$ cat src/rtl/lutram16_loader_pkg.sv
// Shared definitions for the 16x1 LUT-RAM loader macro test.
//   DEPTH   : number of RAM locations (RAM16X1S geometry)
//   AW      : address width, log2(DEPTH)
//   state_e : loader FSM states, 2-bit encoding
package lutram_pkg;

    localparam int unsigned DEPTH = 16;
    localparam int unsigned AW    = 4;

    typedef enum logic [1:0] {
        ST_IDLE   = 2'd0,
        ST_WRITE  = 2'd1,
        ST_VERIFY = 2'd2,
        ST_DONE   = 2'd3
    } state_e;

endpackage

$ cat src/rtl/lutram16_loader_ram.sv
// Behavioural 16x1 distributed RAM, drop-in stand-in for a RAM16X1S cell.
// Synchronous write, asynchronous read, no reset on the array.
//   clk_i  : write clock
//   we_i   : write enable, data captured on rising edge
//   addr_i : shared read/write address
//   d_i    : write data
//   q_o    : asynchronous read data, mem[addr_i]
module ram16x1_sync #(
    parameter int unsigned DEPTH = lutram_pkg::DEPTH,
    parameter int unsigned AW    = lutram_pkg::AW
) (
    input  logic          clk_i,
    input  logic          we_i,
    input  logic [AW-1:0] addr_i,
    input  logic          d_i,
    output logic          q_o
);

    logic mem [DEPTH];

    always_ff @(posedge clk_i) begin
        if (we_i) begin
            mem[addr_i] <= d_i;
        end
    end

    assign q_o = mem[addr_i];

endmodule

$ cat src/rtl/lutram16_loader.sv
// Loads a 16-bit pattern into a 16x1 LUT RAM one bit per cycle, optionally
// reads every location back to flag mismatches, then serves external reads.
//   clk   : single clock, rising edge
//   rst_n : asynchronous active-low reset
//   start : load request, sampled only in IDLE
//   wdata : pattern to load, bit n -> address n
//   raddr : external read address, used only in IDLE
//   rdata : external read data (combinational, forced 0 while busy)
//   busy  : high from the cycle after start is accepted until DONE exits
//   done  : one-cycle completion pulse
//   err   : sticky verify-mismatch flag, cleared on the next accepted start
module lutram16_loader #(
    parameter int unsigned DEPTH  = lutram_pkg::DEPTH,
    parameter int unsigned AW     = lutram_pkg::AW,
    parameter int unsigned VERIFY = 1
) (
    input  logic             clk,
    input  logic             rst_n,
    input  logic             start,
    input  logic [DEPTH-1:0] wdata,
    input  logic [AW-1:0]    raddr,
    output logic             rdata,
    output logic             busy,
    output logic             done,
    output logic             err
);

    import lutram_pkg::state_e;
    import lutram_pkg::ST_IDLE;
    import lutram_pkg::ST_WRITE;
    import lutram_pkg::ST_VERIFY;
    import lutram_pkg::ST_DONE;

    localparam logic [AW-1:0] LAST = AW'(DEPTH - 1);

    state_e           state_q, state_d;
    logic [AW-1:0]    cnt_q, cnt_d;
    logic [DEPTH-1:0] shadow_q, shadow_d;
    logic             err_q, err_d;
    logic             busy_q, busy_d;
    logic             done_q, done_d;

    logic             ram_we;
    logic [AW-1:0]    ram_addr;
    logic             ram_d;
    logic             ram_q;

    // Write data is always the shadow bit at the current count; only ram_we
    // decides whether it lands in the array.
    assign ram_d = shadow_q[cnt_q];

    ram16x1_sync #(
        .DEPTH (DEPTH),
        .AW    (AW)
    ) u_ram (
        .clk_i  (clk),
        .we_i   (ram_we),
        .addr_i (ram_addr),
        .d_i    (ram_d),
        .q_o    (ram_q)
    );

    always_ff @(posedge clk or negedge rst_n) begin
        if (!rst_n) begin
            state_q  <= ST_IDLE;
            cnt_q    <= '0;
            shadow_q <= '0;
            err_q    <= 1'b0;
            busy_q   <= 1'b0;
            done_q   <= 1'b0;
        end else begin
            state_q  <= state_d;
            cnt_q    <= cnt_d;
            shadow_q <= shadow_d;
            err_q    <= err_d;
            busy_q   <= busy_d;
            done_q   <= done_d;
        end
    end

    always_comb begin
        state_d  = state_q;
        cnt_d    = cnt_q;
        shadow_d = shadow_q;
        err_d    = err_q;
        ram_we   = 1'b0;
        ram_addr = raddr;

        unique case (state_q)
            ST_IDLE: begin
                if (start) begin
                    shadow_d = wdata;
                    cnt_d    = '0;
                    err_d    = 1'b0;
                    state_d  = ST_WRITE;
                end
            end
            ST_WRITE: begin
                ram_we   = 1'b1;
                ram_addr = cnt_q;
                cnt_d    = cnt_q + AW'(1);
                if (cnt_q == LAST) begin
                    cnt_d   = '0;
                    state_d = (VERIFY != 0) ? ST_VERIFY : ST_DONE;
                end
            end
            ST_VERIFY: begin
                ram_addr = cnt_q;
                if (ram_q != shadow_q[cnt_q]) begin
                    err_d = 1'b1;
                end
                cnt_d = cnt_q + AW'(1);
                if (cnt_q == LAST) begin
                    state_d = ST_DONE;
                end
            end
            ST_DONE: begin
                state_d = ST_IDLE;
            end
            default: begin
                state_d = ST_IDLE;
            end
        endcase

        // Registered flags follow the next state so busy rises the cycle
        // after acceptance and drops exactly as done is presented.
        busy_d = (state_d != ST_IDLE);
        done_d = (state_q == ST_DONE);
    end

    assign rdata = busy_q ? 1'b0 : ram_q;
    assign busy  = busy_q;
    assign done  = done_q;
    assign err   = err_q;

endmodule

$ cat config.mk
export PLATFORM = sky130hd
export DESIGN_NAME = lutram16_loader
export DESIGN_NICKNAME = d
export VERILOG_FILES = /design/src/rtl/lutram16_loader_pkg.sv /design/src/rtl/lutram16_loader_ram.sv /design/src/rtl/lutram16_loader.sv
export SDC_FILE = /design/constraint.sdc
export NUM_CORES = 1
export LEC_CHECK = 0
export ABC_AREA = 1
export CORE_ASPECT_RATIO = 1.25
export CORE_UTILIZATION = 49
export CTS_BUF_LIST = sky130_fd_sc_hd__clkbuf_16
export CTS_CLUSTER_DIAMETER = 100
export DETAILED_ROUTE_END_ITERATION = 12
export PLACE_DENSITY = 0.71
export SYNTH_ARGS = -nofsm -noshare
export SYNTH_HDL_FRONTEND = slang
export SYNTH_SLANG_ARGS = --single-unit
$ cat constraint.sdc
create_clock -name clk -period 3.6 [get_ports clk]
set_input_delay 0.54 -clock clk [delete_from_list [all_inputs] [get_ports clk]]
set_output_delay 0.54 -clock clk [all_outputs]
set_load 0.05 [all_outputs]
==> results.toml <==
[worst_hold_path]
min_path_type = "reg -> reg"
holdPathEnd = "shadow_q[12]"
holdPathStages = 1
min_from = "shadow_q[12]"

[clocking]
cts_hold_buffers = 0
cts_tree = "yes"
post_cts_buffers = 0
htree_num_levels = 2
numCtsBuffers = 5
cts_resized = 1
clk_latency_ps = 280
clk_path_buf_depth = 2
cts.sinks = 41
cts.clk_slew.worst_paths_ps = 60
root_buffer = "clkbuf_16"

[worst_setup_path]
reg2reg_from = "state_q[1]"
reg2reg_slack_ps = 1340
r2r_end = "err"
endpoint_kind = "primary output"
start_kind = "register"
required_ps = 3060
path_max_fanout = 10
ff2ff_path_depth = 13
crit_type = "reg -> out"
arrival_ps = 2570

[power]
pwr_density_cell_mw_per_mm2 = 801
finalPower_mw = 2.13
vdd_ir_drop_max_mv = 0.462
leakage_nw = 1.20

[global_route]
track_usage = 0.199
grt_overflow = 0
grt_pass1_wl_um = 7020
grt_pass1_vias = 1662
grt_max_degree = 26
antenna_found_initial = 0

[outcome]
status = "complete, no violations"

[sta]
period_minus_slack_ps = 3110
worstMarginPinSlew_ps = 1090
hold-worst-slack_ps = 501
fin_ws_ps = 494
max_freq_ghz = 0.322
slew_viol_final = 0
rsz0062_at_grt = "no"
report.final.hold_viol_count = 0
tns_ps = 0
finalCritPeriodShare = 0.863
setup-violations-final = 0
slew_headroom = 0.271
clock_skew_ps = 3.51

[finish]
area_growth_pct = 20.7
drive_gt1_frac = 0.133
fillCellCount = 363
ff_latch_area_mm2 = 0.00111
multi_input_area_um2 = 921
final_nets = 300
instances_no_fill = 327
diodes = 0

[floorplan]
die_width_um = 62.0
dieArea_mm2 = 0.00477
rows = 26
core_area_mm2 = 0.00420
die_h_um = 77.0
io_pins = 27
initial_utilization = 0.525

[placed_design]
place.gp.congestion = 0.855
pre_cts_ws_ps = 275
hpwl_um = 3140
dp.cells = 319
io_buffers = 26

[yosys]
ys_types = 28
synth-edff-count = 16
synth-seq-area-share = 0.502
synth-async-reset-ratio = 0.610
netlist_instances = 242
synth_top_area_cell = "dfrtp_1"
synth_ff_type = "dfrtp_1"
synth_nets = 272
yosysWarnings = 0
yosys.area.top_type_share = 0.284
synthTopCellsByArea = "dfrtp_1 28%, edfxtp_1 22%, nand2_1 8.7%"
syn_area_mm2 = 0.00220
synthTopCellsByCount = "51 x nand2_1, 33 x inv_1, 32 x nor2_1"
ys_ff_latch = 41
avgSynthCellArea_um2 = 9.11
synth_most_common_cell = "nand2_1"

[detailed_routing]
wl_per_cell_um = 12.9
drc = 0
drtIter0Drc = 100
viasPerCell = 5.18
vias = 1693
first_pass_iters = 5
totalWireLength_um = 4200
drtAntennaViolNets = 0

[run]
cap_violations = 0
-- stage by stage --
stage	utilization	instance area, µm²
final	0.634	2660
after floorplan	-	2200
after detailed placement	0.595	2500
after global placement	0.595	2500
after global routing	0.634	2660
after CTS	0.635	2660
-- registers in the layout, indices dropped and copies added, names as in the netlist --
| name | cells |
|---|---|
| busy | 1 |
| cnt_q | 4 |
| done | 1 |
| err | 1 |
| shadow_q | 16 |
| state_q | 2 |
| u_ram.mem | 16 |
-- logic make-up (layout without fill, tap and decap cells) --
| group | Yosys count | in the layout | synth area share |
|---|---|---|---|
| compound gates | 23 | 23 | 0.0624 |
| xor+xnor | 1 | 1 | 0.00397 |
| fa+ha+maj | 7 | 7 | 0.0397 |
| buf+inv | 42 | 71 | 0.0806 |
| flops | 41 | 41 | 0.502 |
| mux | 17 | 17 | 0.0857 |
| simple gates | 111 | 111 | 0.226 |
-- critical path, cell delays in order, from the launching register on --
cell	delay [ps]
dfrtp_1	440
inv_1	110
ha_1	540
nand2_1	110
o21ai_2	150
inv_1	170
nand2_1	100
nand2_1	60
nand2_1	50
nand2_1	70
inv_2	50
nand2_2	50
nor2_1	80
clkbuf_2	280
-- power breakdown --
| group | switching, mW | internal [mW] |
|---|---|---|
| clock | 0.174 | 0.324 |
| sequential | 0.0851 | 0.677 |
| combinational | 0.556 | 0.313 |
-- worst max path at each step --
stage | startpoint | to | slack (ps)
final | state_q[1] | rdata | 490
after global routing | state_q[0] | rdata | 210
after CTS | state_q[0] | rdata | 240
after detailed placement | state_q[1] | rdata | 280
after global placement | state_q[1] | rdata | 320
after floorplan | state_q[0] | rdata | 790
-- final cells by class --
cell class / count / share of cell area
Sequential cell: 41 / 0.416
Multi-Input combinational cell: 159 / 0.346
Timing Repair Buffer: 26 / 0.0960
Inverter: 37 / 0.0532
Clock buffer: 5 / 0.0470
Tap cell: 56 / 0.0263
Clock inverter: 3 / 0.0155
-- placed cells by master, fill, tap and decap left out --
| master | Yosys | layout |
|---|---|---|
| clkbuf_16 | 0 | 5 |
| nand4_1 | 3 | 3 |
| ha_1 | 7 | 7 |
| o21ai_0 | 9 | 9 |
| inv_2 | 3 | 3 |
| xor2_1 | 1 | 1 |
| nand2_4 | 1 | 1 |
| a21oi_2 | 1 | 1 |
| o21ai_2 | 1 | 1 |
| o22ai_1 | 3 | 3 |
| inv_1 | 33 | 33 |
| o211ai_1 | 2 | 2 |
| mux2_2 | 15 | 15 |
| edfxtp_1 | 16 | 16 |
| dfrtp_1 | 25 | 25 |
| nor2_1 | 32 | 32 |
| a21oi_1 | 5 | 5 |
| clkdlybuf4s50_1 | 0 | 25 |
| nand3_1 | 12 | 12 |
| nand2_2 | 5 | 5 |
| a22o_1 | 1 | 1 |
| clkinv_1 | 0 | 1 |
| mux2i_1 | 2 | 2 |
| nand2_8 | 1 | 1 |
| clkbuf_2 | 0 | 1 |
| nand2_1 | 51 | 51 |
| inv_4 | 1 | 1 |
| bufinv_16 | 0 | 1 |
| clkinvlp_4 | 0 | 1 |
| o31ai_1 | 1 | 1 |
| nand3b_1 | 6 | 6 |
-- metal layers --
layer / up-vias / GRT usage / routed length, µm
li1: 837 / - / -
met1: 789 / 0.232 / 1710
met2: 55 / 0.333 / 2240
met3: 12 / 0.0489 / 150
met4: 0 / 0.0822 / 106
met5: - / 0 / 0
(Power assumes the default switching activity.)
